--- config.mk ---
export PLATFORM = sky130hd
export DESIGN_NAME = mem_arbiter
export DESIGN_NICKNAME = d
export VERILOG_FILES = /design/src/rtl/mem_arbiter.sv
export SDC_FILE = /design/constraint.sdc
export NUM_CORES = 1
export LEC_CHECK = 0
export ABC_AREA = 1
export BUFFER_PORTS_ARGS = -buffer_cell sky130_fd_sc_hd__buf_2
export CORE_MARGIN = 1
export CORE_UTILIZATION = 50
export DETAILED_ROUTE_END_ITERATION = 16
export GPL_TIMING_DRIVEN = 1
export PLACE_DENSITY = 0.83
export SLEW_MARGIN = 20
export SYNTH_ARGS = -nofsm -noshare
export SYNTH_HDL_FRONTEND = slang
export SYNTH_SLANG_ARGS = --single-unit
--- constraint.sdc ---
create_clock -name clk -period 2.49 [get_ports clk]
set_clock_uncertainty 0.05 [all_clocks]
set_input_delay 0.498 -clock clk [delete_from_list [all_inputs] [get_ports clk]]
set_output_delay 0.498 -clock clk [all_outputs]
set_load 0.01 [all_outputs]
--- src/rtl/mem_arbiter.sv ---
// ---------------------------------------------------------------------------
// mem_arbiter
//
// Purpose: shares one 16-word x 4-bit data memory between two requesters
// (A and B). Each access takes three cycles (grant, access, acknowledge),
// and the two requesters are served round-robin when they contend.
//
// Ports:
//   clk          rising-edge clock for all state
//   reset        synchronous, active-high reset
//   a_req        A access request (level, held until a_ack)
//   a_we         A direction: 1 = write, 0 = read
//   a_addr[3:0]  A word address
//   a_wdata[3:0] A write data
//   a_ack        A one-cycle completion pulse
//   a_rdata[3:0] A registered read result
//   b_*          requester B, same meaning as the A ports
//   mem_read     memory read enable
//   mem_write    memory write enable (memory commits on the rising edge)
//   mem_address  memory word address
//   mem_wdata    memory write data
//   mem_rdata    memory combinational read data
// ---------------------------------------------------------------------------
module mem_arbiter (
  input  logic       clk,
  input  logic       reset,
  input  logic       a_req,
  input  logic       a_we,
  input  logic [3:0] a_addr,
  input  logic [3:0] a_wdata,
  output logic       a_ack,
  output logic [3:0] a_rdata,
  input  logic       b_req,
  input  logic       b_we,
  input  logic [3:0] b_addr,
  input  logic [3:0] b_wdata,
  output logic       b_ack,
  output logic [3:0] b_rdata,
  output logic       mem_read,
  output logic       mem_write,
  output logic [3:0] mem_address,
  output logic [3:0] mem_wdata,
  input  logic [3:0] mem_rdata
);

  typedef enum logic [1:0] {
    IDLE   = 2'd0,
    ACCESS = 2'd1,
    ACK    = 2'd2
  } ArbState;

  ArbState    r_state;
  ArbState    w_nextState;

  // Requester encoding used by r_lastGrant and r_winner: 0 = A, 1 = B.
  logic       r_lastGrant;
  logic       r_winner;
  logic       r_we;
  logic [3:0] r_addr;
  logic [3:0] r_wdata;
  logic [3:0] r_aRdata;
  logic [3:0] r_bRdata;

  logic       w_anyReq;
  logic       w_grantB;

  // B wins when it asks alone, or when both ask and A was the last one served.
  assign w_anyReq = a_req | b_req;
  assign w_grantB = b_req & (~a_req | ~r_lastGrant);

  // State register: the whole handshake timing hangs off this register.
  always_ff @(posedge clk) begin
    if (reset) begin
      r_state <= IDLE;
    end else begin
      r_state <= w_nextState;
    end
  end

  // Next-state logic: a grant always runs exactly one ACCESS cycle and one
  // ACK cycle before the arbiter looks at the request lines again.
  always_comb begin
    w_nextState = r_state;
    case (r_state)
      IDLE:    if (w_anyReq) w_nextState = ACCESS;
      ACCESS:  w_nextState = ACK;
      ACK:     w_nextState = IDLE;
      default: w_nextState = IDLE;
    endcase
  end

  // Grant latch: the winner's command is captured only at the IDLE edge, so
  // requesters may change their inputs freely once they have seen their ack.
  // last_grant resets to B so that A wins the first tie after reset.
  always_ff @(posedge clk) begin
    if (reset) begin
      r_lastGrant <= 1'b1;
      r_winner    <= 1'b0;
      r_we        <= 1'b0;
      r_addr      <= 4'd0;
      r_wdata     <= 4'd0;
    end else if ((r_state == IDLE) && w_anyReq) begin
      r_lastGrant <= w_grantB;
      r_winner    <= w_grantB;
      r_we        <= w_grantB ? b_we    : a_we;
      r_addr      <= w_grantB ? b_addr  : a_addr;
      r_wdata     <= w_grantB ? b_wdata : a_wdata;
    end
  end

  // Read capture: memory data is sampled at the edge that closes ACCESS and
  // only the winner's result register is touched; writes leave both alone.
  always_ff @(posedge clk) begin
    if (reset) begin
      r_aRdata <= 4'd0;
      r_bRdata <= 4'd0;
    end else if ((r_state == ACCESS) && !r_we) begin
      if (r_winner) begin
        r_bRdata <= mem_rdata;
      end else begin
        r_aRdata <= mem_rdata;
      end
    end
  end

  // Memory strobes are gated by reset directly so that a reset landing in
  // the middle of ACCESS can never commit a write.
  assign mem_read    = (r_state == ACCESS) & ~r_we & ~reset;
  assign mem_write   = (r_state == ACCESS) &  r_we & ~reset;
  assign mem_address = r_addr;
  assign mem_wdata   = r_wdata;

  assign a_ack   = (r_state == ACK) & ~r_winner;
  assign b_ack   = (r_state == ACK) &  r_winner;
  assign a_rdata = r_aRdata;
  assign b_rdata = r_bRdata;

endmodule
Yosys cells after proc, flatten, opt, wreduce, memory -nomap -nowiden
Cells that the tools add are included.
- word-level logic and storage cells: 36
- bits of input ports: 26
- output and inout bits: 20
- bits in registers: 21
- multiplexer cells: 5
- eq/ne operators: 3
- bitwise operators: 14
- reductions and logical operators: 6
- operator list (operator ; number):
    $mux W4 ; 2
    $and A1 B1 Y1 ; 7
    $not A1 Y1 ; 5
    $pmux W2 S2 ; 1
    $reduce_and A2 Y1 ; 2
    $eq A2 B1 Y1 const B ; 1
    $eq A2 B2 Y1 const B ; 1
    $logic_and A1 B1 Y1 ; 2
    $logic_not A2 Y1 ; 1
    $mux W2 ; 1
    $ne A2 B2 Y1 const B ; 1
    $or A1 B1 Y1 ; 2
    $logic_not A1 Y1 ; 1
    $mux W1 ; 1

Longest topological paths before layout
- depth in word-level cells: 4
- mapped depth: 6

Least setup slack after synthesis
OpenSTA, ideal clock, no wires.
- kind: in2out
- start point: input reset
- end point: output mem_write
- stages: 1
- buffers on the path: 0
- data arrival time: 0.931 ns
- path slack: 1.011 ns
- data required time: 1.942 ns
- cells stage by stage: nor4_1
- cells in the longest elaborated chain, start to end: 2
- ends and longest elaborated chain (element ; line ; RTL):
    from (decl) ; 26 ; input logic reset,
    $not A1 Y1 ; 129 ; assign mem_write = (r_state == ACCESS) & r_we & ~reset;
    $and A1 B1 Y1 ; 129 ;
    to (decl) ; 40 ; output logic mem_write,
Every way passes these cells.

Worst setup path after layout
- start point: register r_we
- end point: output mem_read
- cells in the longest elaborated chain, start to end: 3
- ends and longest elaborated chain (element ; line ; RTL):
    from (decl) ; 58 ; logic r_we;
    from (signal assigned) ; 105 ; r_we <= w_grantB ? b_we : a_we;
    $not A1 Y1 ; 128 ; assign mem_read = (r_state == ACCESS) & ~r_we & ~reset;
    $and A1 B1 Y1 (2 in a row) ; 128 ;
    to (decl) ; 39 ; output logic mem_read,
Every way passes these cells.

==> metrics.csv <==
stage,metric,value,unit
outcome,run status,"complete, no violations",
sta,Final Max Slew Viols,0,
place,DP Area,0.00130,mm2
place,PortBufs,45,
global_route,met3 usage,0.0374,
setup_path,"Cell Chain, Critical Path","inv_1, nand3_1, nor2_1, buf_2",
sta,Highest Clock Rate,544,MHz
clocking,clock buffer depth,2,
clocking,CTS Root Cell,clkbuf_4,
synthesis,Synth cell types,20,
clocking,Worst-path clk slew,120,ps
place,Final HPWL DP,1.72,mm
sta,slew margin rel.,0.678,
synthesis,"Seq/Total Area, Yosys",0.384,
synthesis,Post-Synth Adder-Cell Area,0,
die,Rows,16,
layout,ratio of cells with drive above 1 in the final layout,0.291,
route,Post-Route WL,2.20,mm
synthesis,post-synthesis xor/xnor area fraction,0,
synthesis,Post-Syn Area,0.00109,mm2
global_route,vias in the first global route,949,
layout,number of antenna diodes,0,
pwr,Pleak,0.702,nW
sta,final worst-path cycle share,0.738,
sta,RSZ-0062 raised after global routing,no,
synthesis,#FFs+latches synth,21,
route,drt first-iter violations,8,
global_route,met1 Usage GRT,0.241,
clocking,Num Clock Sinks,21,
route,via count,1091,
min_path,Hold Path Stages,2,
sta,Fin Setup TNS,0,ps
setup_path,CP required,1940,ps
die,Die Y,48.8,um
global_route,"Remaining Overflow, GRT",0,
clocking,post-CTS setup buffers,0,
global_route,global-route wire length before repair,3.78,mm
clocking,hold_buf cts,0,
setup_path,FF-to-FF Start,r_we,
route,Via density,4.74,
clocking,H-tree Lvls,1,
synthesis,"Warnings, synthesis",0,
place,gpl congestion,0.815,
layout,Final Util,0.661,
min_path,worst hold path type,in2reg,
place,Cells after DPL,226,
pwr,Net Switching,0.000245,W
layout,"Cell Count, Final, Fillers Out",230,
setup_path,reg-to-reg endpoint,b_rdata[3],
layout,Synth-to-Final Area Change,20.9,%
global_route,GR peak layer,met2,
route,WL/cell,9.57,um
clocking,CTS Buf Count,3,
sta,Final Hold Viols,0,
synthesis,simple-gate share of the synthesized area,0.430,
pwr,Seq pwr share,0.515,
synthesis,largest family of logic cells by synthesized area,simple AND/OR/NAND/NOR gates,
sta,worst-margin pin slew,483,ps
synthesis,synthesized instance count,161,
sta,# setup viols final,0,
setup_path,crit path DAT,1290,ps
die,DIE WIDTH,48.8,um
setup_path,CP max-delay cell,dfxtp_1,
synthesis,Syn Area/Cell,6.80,um2
synthesis,post-synth net total,187,
clocking,CTS tree,yes,
global_route,overall routing resource usage,0.201,
die,core area,0.00200,mm2
layout,Layout Nets,230,
sta,Final Critical Period,1840,ps
sta,Hold Slack,368,ps
route,Antenna Violating Nets Remaining,0,
clocking,clk_lat worst skew,310,ps
die,Initial Util,0.547,
synthesis,mux contribution to synthesized area,0,
setup_path,"slowest stage delay, CP",320,ps
route,DRT Pass-1 Iters,4,
setup_path,crit path max fanout,11,
synthesis,Synth Area in Compound Gates,0.0743,
die,Ports,46,
clocking,CTS resizes,0,
setup_path,Crit path depth,4,
pwr,Clk pwr share,0.223,
setup_path,crit path capture type,output pin,
global_route,M2 GR Usage,0.352,
global_route,largest net degree at the start of global routing,22,
setup_path,Crit Path Class,reg2out,
setup_path,startpoint types,register,
pwr,switching share of power,0.327,
setup_path,crit-path leading delay family,buffers and inverters,
pwr,Int Power,0.000504,W
layout,fillers,203,
pwr,peak supply drop,368,uV
min_path,hold endpoint,r_winner,
pwr,pwr/cell area,566,mW/mm2
pwr,Logic pwr share,0.262,
die,die area,0.00238,mm2
setup_path,FF-to-FF path depth,5,
layout,Final Cell Area,0.00132,mm2
setup_path,R2R Setup Slk,1220,ps
setup_path,Worst Path Buf+Inv,2,
global_route,initial antenna violation count,0,
job,Max-cap violations,0,
min_path,hold path start,reset,
route,DRC,0,
[per-stage QoR]
step	setup WS (ps)	power [W]
final	652	0.000750
after global routing	543	0.000802
after CTS	626	0.000759
after detailed placement	896	0.000592
after global placement	921	0.000584
after floorplan	1010	0.000535
[Yosys cell counts (all sizes together)]
master / number / area share
nor2: 42 / 0.17
nand2: 39 / 0.14
dfxtp: 21 / 0.38
inv: 16 / 0.055
nand3: 12 / 0.055
a21boi: 9 / 0.062
nand4: 8 / 0.046
buf: 5 / 0.037
nor3: 3 / 0.014
clkbuf: 2 / 0.016
a21oi: 1 / 0.0046
clkinv: 1 / 0.0046
nor4: 1 / 0.0057
o21ai: 1 / 0.0080
[how the worst max path moves through the flow]
stage / from / endpoint / slack, ps
2_1_floorplan: reset / mem_write / 1010
3_3_place_gp: reset / mem_write / 920
3_5_place_dp: reset / mem_write / 900
4_1_cts: r_we / mem_read / 630
5_1_grt: r_winner / b_ack / 540
6_report: r_we / mem_read / 650
[state kept, by name, summed over array words and instances, names as in the netlist]
name         flops
b_rdata          4
mem_wdata        4
r_lastGrant      1
r_state          2
r_we             1
r_winner         1
a_rdata          4
mem_address      4
[cell usage in the layout, fill, tap and decap left out, types with 2 or more instances in the layout]
master,instances
clkinv_2,2
nand3_1,12
dfxtp_1,21
nor3_1,3
nand2_1,38
nor2_4,2
clkbuf_4,3
nor2_1,35
a21boi_0,9
nand4_1,8
nor2_2,5
buf_2,45
inv_1,16
[logic make-up (layout without fill, tap and decap cells)]
group                  after synthesis  after routing
AO/OA/AOI/OAI                       11             11
buffers and inverters               24             66
AND/OR/NAND/NOR                    105            105
flip-flops                          21             21
[area by class of cell]
class | instances | area (um2) | area share
flip-flops and latches | 21 | 420 | 0.318
well taps | 27 | 33.8 | 0.0255
inverters | 17 | 65.1 | 0.0491
multi-input cells | 116 | 552 | 0.417
clock buffers | 3 | 22.5 | 0.0170
repair buffers | 45 | 225 | 0.170
clock inverters | 1 | 5.00 | 0.00378
[layer usage]
layer | vias up | wire [um] | part of all wire
met4 | 0 | 25 | 0.011
met1 | 460 | 997 | 0.45
met3 | 2 | 119 | 0.054
met2 | 38 | 1060 | 0.48
li1 | 591 | - | -
met5 | - | 0 | 0
[power by group through the flow]
stage / registers [W] / clock network (W) / logic, W
after floorplan: 0.000402 / 0 / 0.000133
after global placement: 0.000391 / 0 / 0.000193
after detailed placement: 0.000393 / 0 / 0.000199
after CTS: 0.000386 / 0.000174 / 0.000199
after global routing: 0.000391 / 0.000186 / 0.000225
final: 0.000386 / 0.000167 / 0.000197
No activity file was read; power rests on OpenSTA's default activity.
